`src/rtl/fifo_param_if.sv`:
```
// Handshake and status bundle for fifo_param: the master drives write/read requests and
// thresholds, the slave (the FIFO) returns read data, occupancy and flags.
interface fifo_param_if #(
  parameter int unsigned DATA_WIDTH = 12,
  parameter int unsigned ADDR_WIDTH = 3
);

  logic [DATA_WIDTH-1:0] FIFO_data_in;
  logic                  push;
  logic                  pop;
  logic [ADDR_WIDTH:0]   umbral_alto;
  logic [ADDR_WIDTH:0]   umbral_bajo;
  logic [DATA_WIDTH-1:0] FIFO_data_out;
  logic                  data_valid;
  logic                  fifo_full;
  logic                  fifo_empty;
  logic                  almost_full;
  logic                  almost_empty;
  logic                  fifo_error;
  logic [ADDR_WIDTH:0]   count;

  modport master (
    output FIFO_data_in, push, pop, umbral_alto, umbral_bajo,
    input  FIFO_data_out, data_valid, fifo_full, fifo_empty, almost_full, almost_empty,
           fifo_error, count
  );

  modport slave (
    input  FIFO_data_in, push, pop, umbral_alto, umbral_bajo,
    output FIFO_data_out, data_valid, fifo_full, fifo_empty, almost_full, almost_empty,
           fifo_error, count
  );

endinterface

```
`src/rtl/fifo_param.sv`:
```
// Synchronous FIFO of 2**ADDR_WIDTH words with registered read port, programmable
// almost-full/almost-empty thresholds and a sticky overflow/underflow error flag.
module fifo_param #(
  parameter int unsigned DATA_WIDTH = 12,
  parameter int unsigned ADDR_WIDTH = 3
) (
  input logic         clk,
  input logic         reset_L,
  fifo_param_if.slave bus
);

  localparam int unsigned DEPTH = 1 << ADDR_WIDTH;
  localparam logic [ADDR_WIDTH:0] DepthCnt = (ADDR_WIDTH + 1)'(DEPTH);

  logic [DATA_WIDTH-1:0] r_mem [DEPTH];
  logic [ADDR_WIDTH-1:0] r_wr_ptr;
  logic [ADDR_WIDTH-1:0] r_rd_ptr;
  logic [ADDR_WIDTH:0]   r_count;
  logic [DATA_WIDTH-1:0] r_data_out;
  logic                  r_data_valid;
  logic                  r_error;

  logic w_full;
  logic w_empty;
  logic w_push_ok;
  logic w_pop_ok;

  assign w_full  = (r_count == DepthCnt);
  assign w_empty = (r_count == '0);

  // A pop frees a slot in the same edge, so push at full is accepted when paired with pop.
  assign w_push_ok = bus.push && (!w_full || bus.pop);
  assign w_pop_ok  = bus.pop && !w_empty;

  // Storage is deliberately not reset; stale words become unreachable once pointers clear.
  always_ff @(posedge clk) begin
    if (reset_L && w_push_ok) begin
      r_mem[r_wr_ptr] <= bus.FIFO_data_in;
    end
  end

  always_ff @(posedge clk) begin
    if (!reset_L) begin
      r_wr_ptr     <= '0;
      r_rd_ptr     <= '0;
      r_count      <= '0;
      r_data_out   <= '0;
      r_data_valid <= 1'b0;
      r_error      <= 1'b0;
    end else begin
      if (w_push_ok) begin
        r_wr_ptr <= r_wr_ptr + 1'b1;
      end
      if (w_pop_ok) begin
        r_rd_ptr   <= r_rd_ptr + 1'b1;
        r_data_out <= r_mem[r_rd_ptr];
      end
      r_data_valid <= w_pop_ok;
      case ({w_push_ok, w_pop_ok})
        2'b10:   r_count <= r_count + 1'b1;
        2'b01:   r_count <= r_count - 1'b1;
        default: r_count <= r_count;
      endcase
      if ((bus.push && !w_push_ok) || (bus.pop && !w_pop_ok)) begin
        r_error <= 1'b1;
      end
    end
  end

  assign bus.FIFO_data_out = r_data_out;
  assign bus.data_valid    = r_data_valid;
  assign bus.fifo_full     = w_full;
  assign bus.fifo_empty    = w_empty;
  assign bus.almost_full   = (r_count >= bus.umbral_alto);
  assign bus.almost_empty  = (r_count <= bus.umbral_bajo);
  assign bus.fifo_error    = r_error;
  assign bus.count         = r_count;

endmodule

```
`src/flat_wrapper.sv`:
```
// flat-port wrapper written by rule: the top's interface ports become plain ports
module fifo_param_flat 
#(
  parameter int unsigned DATA_WIDTH = 12,
  parameter int unsigned ADDR_WIDTH = 3
)
  (clk, reset_L, bus_FIFO_data_in, bus_push, bus_pop, bus_umbral_alto, bus_umbral_bajo, bus_FIFO_data_out, bus_data_valid, bus_fifo_full, bus_fifo_empty, bus_almost_full, bus_almost_empty, bus_fifo_error, bus_count);
  fifo_param_if #(.DATA_WIDTH(DATA_WIDTH), .ADDR_WIDTH(ADDR_WIDTH)) bus_i ();
  input logic clk;
  input logic reset_L;
  input wire logic [$bits(bus_i.FIFO_data_in)-1:0] bus_FIFO_data_in;
  input wire logic [$bits(bus_i.push)-1:0] bus_push;
  input wire logic [$bits(bus_i.pop)-1:0] bus_pop;
  input wire logic [$bits(bus_i.umbral_alto)-1:0] bus_umbral_alto;
  input wire logic [$bits(bus_i.umbral_bajo)-1:0] bus_umbral_bajo;
  output wire logic [$bits(bus_i.FIFO_data_out)-1:0] bus_FIFO_data_out;
  output wire logic [$bits(bus_i.data_valid)-1:0] bus_data_valid;
  output wire logic [$bits(bus_i.fifo_full)-1:0] bus_fifo_full;
  output wire logic [$bits(bus_i.fifo_empty)-1:0] bus_fifo_empty;
  output wire logic [$bits(bus_i.almost_full)-1:0] bus_almost_full;
  output wire logic [$bits(bus_i.almost_empty)-1:0] bus_almost_empty;
  output wire logic [$bits(bus_i.fifo_error)-1:0] bus_fifo_error;
  output wire logic [$bits(bus_i.count)-1:0] bus_count;
  assign bus_i.FIFO_data_in = bus_FIFO_data_in;
  assign bus_i.push = bus_push;
  assign bus_i.pop = bus_pop;
  assign bus_i.umbral_alto = bus_umbral_alto;
  assign bus_i.umbral_bajo = bus_umbral_bajo;
  assign bus_FIFO_data_out = bus_i.FIFO_data_out;
  assign bus_data_valid = bus_i.data_valid;
  assign bus_fifo_full = bus_i.fifo_full;
  assign bus_fifo_empty = bus_i.fifo_empty;
  assign bus_almost_full = bus_i.almost_full;
  assign bus_almost_empty = bus_i.almost_empty;
  assign bus_fifo_error = bus_i.fifo_error;
  assign bus_count = bus_i.count;
  fifo_param #(.DATA_WIDTH(DATA_WIDTH), .ADDR_WIDTH(ADDR_WIDTH)) u_core (.clk(clk), .reset_L(reset_L), .bus(bus_i));
endmodule
```
`config.mk`:
```
export PLATFORM = sky130hd
export DESIGN_NAME = fifo_param_flat
export DESIGN_NICKNAME = d
export VERILOG_FILES = /design/src/rtl/fifo_param_if.sv /design/src/rtl/fifo_param.sv /design/src/flat_wrapper.sv
export SDC_FILE = /design/constraint.sdc
export NUM_CORES = 1
export LEC_CHECK = 0
export CAP_MARGIN = 25
export CORE_MARGIN = 5
export CORE_UTILIZATION = 48
export CTS_BUF_LIST = sky130_fd_sc_hd__clkbuf_8
export DETAILED_ROUTE_END_ITERATION = 16
export PLACE_DENSITY = 0.76
export SLEW_MARGIN = 15
export SYNTH_ARGS = -nofsm -noshare
export SYNTH_HDL_FRONTEND = slang
export SYNTH_SLANG_ARGS = --single-unit
```
`constraint.sdc`:
```
create_clock -name clk -period 4.88 [get_ports clk]
set_input_delay 0.976 -clock clk [delete_from_list [all_inputs] [get_ports clk]]
set_output_delay 0.976 -clock clk [all_outputs]
set_load 0.1 [all_outputs]
```
* After elaboration in Yosys (flattened, before gate mapping)
Memories as Yosys holds them, arrays and structs flattened. A register that Yosys moved wholly into a read port is not among the register bits. Cells that the tools add are included.
Operators by class: add/sub/neg operators 4, magnitude comparators 2, equal/unequal tests 3, multiplexer cells 3, reductions and logical operators 14
Operators by type and width (count):
- $pmux 4 s2 | 1
- $add 3x1->3 const B | 2
- $logic_and 1x1->1 | 5
- $logic_not 1->1 | 5
- $add 4x1->4 const B | 1
- $eq 4x4->1 const B | 1
- $ge 4x4->1 | 1
- $le 4x4->1 | 1
- $logic_not 4->1 | 1
- $sub 4x1->4 const B | 1
- $eq 2x1->1 const B | 1
- $eq 2x2->1 const B | 1
- $logic_or 1x1->1 | 2
- $mux 1 | 2
- $reduce_bool 2->1 | 1
Word-level totals: register bits after elaboration 12, bits in writable memories 96, input bits 24, logic and storage cells 32, memories 1
Memory list:
- u_core.r_mem | words 8, bits a word 12, read ports 1, clocked after memory_dff 1, wr ports 1, RTL line fifo_param.sv:15 | logic [DATA_WIDTH-1:0] r_mem [DEPTH];

* Longest topological paths before layout
depth in word-level cells 7, depth in mapped cells 9, gate-level depth less buffers 8

* Worst setup path before layout
OpenSTA, ideal clock, no wires.
path kind register to output, start reg u_core.r_count[1], in the netlist u_core.bus.count[1], end out bus_almost_empty, arrival time 3.957 ns, data required time 3.904 ns, path slack -0.053 ns, stages on the path, launching flop included 6, path buffers 0, cell sequence dfxtp_1 > ha_1 > nor2b_1 > o21a_1 > o21a_1 > o21ai_0
On the way: longest elaborated chain between the ends 1
RTL lines:
- start: declaration | RTL line fifo_param.sv:18 | logic [ADDR_WIDTH:0] r_count;
- start signal: assignment | RTL line fifo_param.sv:60 | 2'b10: r_count <= r_count + 1'b1;
- start signal: assignment | RTL line fifo_param.sv:61 | 2'b01: r_count <= r_count - 1'b1;
- start signal: assignment | RTL line fifo_param.sv:62 | default: r_count <= r_count;
- $le 4x4->1 | RTL line fifo_param.sv:75 | assign bus.almost_empty = (r_count <= bus.umbral_bajo);
- end: declaration | RTL line flat_wrapper.sv:21 | output wire logic [$bits(bus_i.almost_empty)-1:0] bus_almost_empty;
Every way passes these cells.

* Worst setup path after layout
start in bus_umbral_bajo[1], end out bus_almost_empty
On the way: longest elaborated chain between the ends 1
RTL lines:
- start: declaration | RTL line flat_wrapper.sv:15 | input wire logic [$bits(bus_i.umbral_bajo)-1:0] bus_umbral_bajo;
- $le 4x4->1 | RTL line fifo_param.sv:75
Every way passes these cells.

==> run summary <==
Register area share after synthesis: 70.0%
Slew Viols, Final: 0
Setup TNS: 0 ps
Avg Inst Size Synth: 16.9 µm²
Leak Pwr: 0.00201 µW
Detailed Route Iter0 Violations: 193
Post-synth EDFFs: 96
WP depth: 8
# hold bufs at CTS: 0
Yosys warning count: 0
Final Skew: 9.84 ps
CTS tree: done
Hold depth: 1
Critical path's slowest cell: clkdlybuf4s50_1
First-pass GRT wire length: 14.3 mm
Post-cts sizing count: 0
Final-report hold violation count: 0
Die area: 12,100 µm²
Tot GR Track Use: 16.4%
WL final: 9.10 mm
First drt pass iteration count: 4
Crit path top cell by count: o21a_1
Mux contribution to synthesized area: 12.1%
R2r startpoint: u_core.bus.count[1]
Synth top area share: 60.0%
Ant. Diodes: 0
CTS root buf: clkbuf_8
Hold Crit Class: reg -> reg
Async SR Flop Fraction: 0%
Post-synthesis cell area: 4800 µm²
Crit path max-delay family: buffers and inverters
Critical path startpoint category: input pin
Num Clock Sinks: 120
Post-synthesis compound-gate area fraction: 5.34%
Mapped Nets: 322
Final Non-Filler Cells: 492
HPWL after DPL: 5.58 mm
Initial antenna violation count: 0
R2r setup slk: 2200 ps
Worst Tran Pin Value: 1000 ps
CP endpoint kind: output port
Adder-Cell Fraction of Synth Area: 3.80%
Most frequent cells in the layout: 96 x edfxtp_1, 43 x clkdlybuf4s50_1, 24 x mux4_2, 24 x dfxtp_1, 18 x nor2_1
# setup viols final: 0
Grt ovf: 0
Top Usage Layer GRT: met2
PortBufs: 45
Max_cap viols: 0
H-tree depth: 4
Pwr/cell area: 578 nW/µm²
Routed wire per std cell: 18.5 µm
Worst Setup Path Type: in -> out
Achievable Freq: 279 MHz
Ports: 46
Hold_sp: u_core.bus.fifo_error
Antenna Nets Post-Route: 0
Worst-path clk slew: 70 ps
Top FF cell, synth: edfxtp_1
Post-Synth XOR/XNOR Area: 1.09%
Worst reg2reg path depth: 8
Post-layout min period: 3580 ps
Fin crit share: 73.4%
Post-synthesis cell count: 284
DR DRC count: 0
Area grow syn2layout: 21.3%
Main combinational cell family by area after synthesis: multiplexers
M1 GR Usage: 21.6%
Placed insts: 460
CP peak stage delay: 450 ps
Simple-gate portion of the synthesized area: 5.31%
CP Data Required Time: 3900 ps
RSZ-0062 raised after global routing: false
CORE AREA: 9770 µm²
Area contributors post-synth: edfxtp_1 60%, mux4_2 11%, dfxtp_1 10%, ha_1 3.4%, o21ai_0 1.6%
CP Cell Sequence: clkdlybuf4s50_1, inv_1, ha_1, nor2b_1, o21a_1, o21a_1, o21ai_1, buf_4
Vias in the first global route: 2,722
Vias: 2,659
Yosys cell types: 36
Commonest non-fill, non-tap cell in the layout: edfxtp_1
Fraction of layout cells with a size suffix above 1: 21.4%
Area leader, netlist: edfxtp_1
Largest net degree at the start of global routing: 30
CP Data Arrival Time: 2610 ps
Chip height: 110 µm
Met2 GRT Util: 26.5%
Initial Util: 49.2%
Nets: 384
DR vias/cell: 5.40
Outcome: finished clean
Worst-path fanout max: 2
CP Buf/Inv Count: 3
Num CTS Buffers: 17
Worst-skew pair later-pin latency: 420 ps
Max_slew headroom: 32.8%
Setup bufs post-CTS: 0
Clock Tree Buf Depth: 2
Yosys reg bits: 120
Placer Congestion: 0.705
Met3 Usage GRT: 4.89%
Hold EP: u_core.bus.fifo_error
Floorplan row count: 36
Worst reg2reg endpoint: u_core.bus.count[3]
VDD IR-drop max: 0.390 mV
Die width: 110 µm
## worst max-delay path by stage
stage | start | end | slack, ps
after CTS | u_core.bus.count[1] | bus_fifo_empty | 1260
after global routing | bus_umbral_bajo[1] | bus_almost_empty | 1140
after floorplan | u_core.bus.count[1] | bus_almost_empty | 700
final | bus_umbral_bajo[1] | bus_almost_empty | 1300
after global placement | bus_umbral_bajo[1] | bus_almost_empty | 1310
after detailed placement | bus_umbral_bajo[1] | bus_almost_empty | 1280
## synthesized netlist by cell type (all sizes together) (3+ instances only)
library cell  number
nor2              18
buf                9
clkbuf             5
ha                13
nor2b              3
nand2              9
mux2i              4
o22ai             12
o21a               3
nand2b             3
inv               10
and2               8
mux4              24
dfxtp             24
o21ai             16
edfxtp            96
nor3               4
a21o               4
xnor2              4
## routing by layer
| metal | vias to the layer above | routed length, µm |
|---|---|---|
| met3 | 4 | 561 |
| met2 | 75 | 4560 |
| met4 | 0 | 63 |
| met1 | 1354 | 3920 |
| li1 | 1226 | - |
| met5 | - | 0 |
## logic make-up after synthesis
family,count (synthesis)
buffers and inverters,24
flip-flops,120
AO/OA/AOI/OAI,40
AND/OR/NAND/NOR,52
multiplexers,28
adder cells (fa/ha/maj),14
XOR/XNOR,6
## metrics by stage
step                      total power (µW)  hold slack [ps]  utilization, %  area [µm²]  setup slack, ps
final                                 3370              474            59.6        5830             1300
after global routing                  3540              501            59.6        5830             1140
after CTS                             3410              477            59.6        5830             1260
after detailed placement              2610              459            55.9        5460             1280
after global placement                2580              454            55.9        5460             1310
after floorplan                       2320              562               -        4800              703
## registers in the layout (all words and copies together) (netlist names)
name	count
u_core.bus.FIFO_data_out	12
u_core.bus.count	4
u_core.bus.data_valid	1
u_core.bus.fifo_error	1
u_core.r_mem	96
u_core.r_rd_ptr	3
u_core.r_wr_ptr	3
## final cells by class
| type | instances | area (µm²) |
|---|---|---|
| clock buffer | 17 | 234 |
| clock inverter | 15 | 131 |
| fill | 753 | 3950 |
| inverter | 10 | 37.5 |
| multi-input combinational | 140 | 1360 |
| sequential | 120 | 3360 |
| tap | 133 | 166 |
| timing repair buffer | 57 | 536 |
## power by group
part | internal, µW | leakage [µW] | total, µW | switching (µW)
sequential | 1190 | 0.00106 | 1250 | 63.5
combinational | 407 | 0.000760 | 1320 | 910
clock | 402 | 0.000181 | 799 | 397
Note: power is estimated with default switching activity, not from simulation.
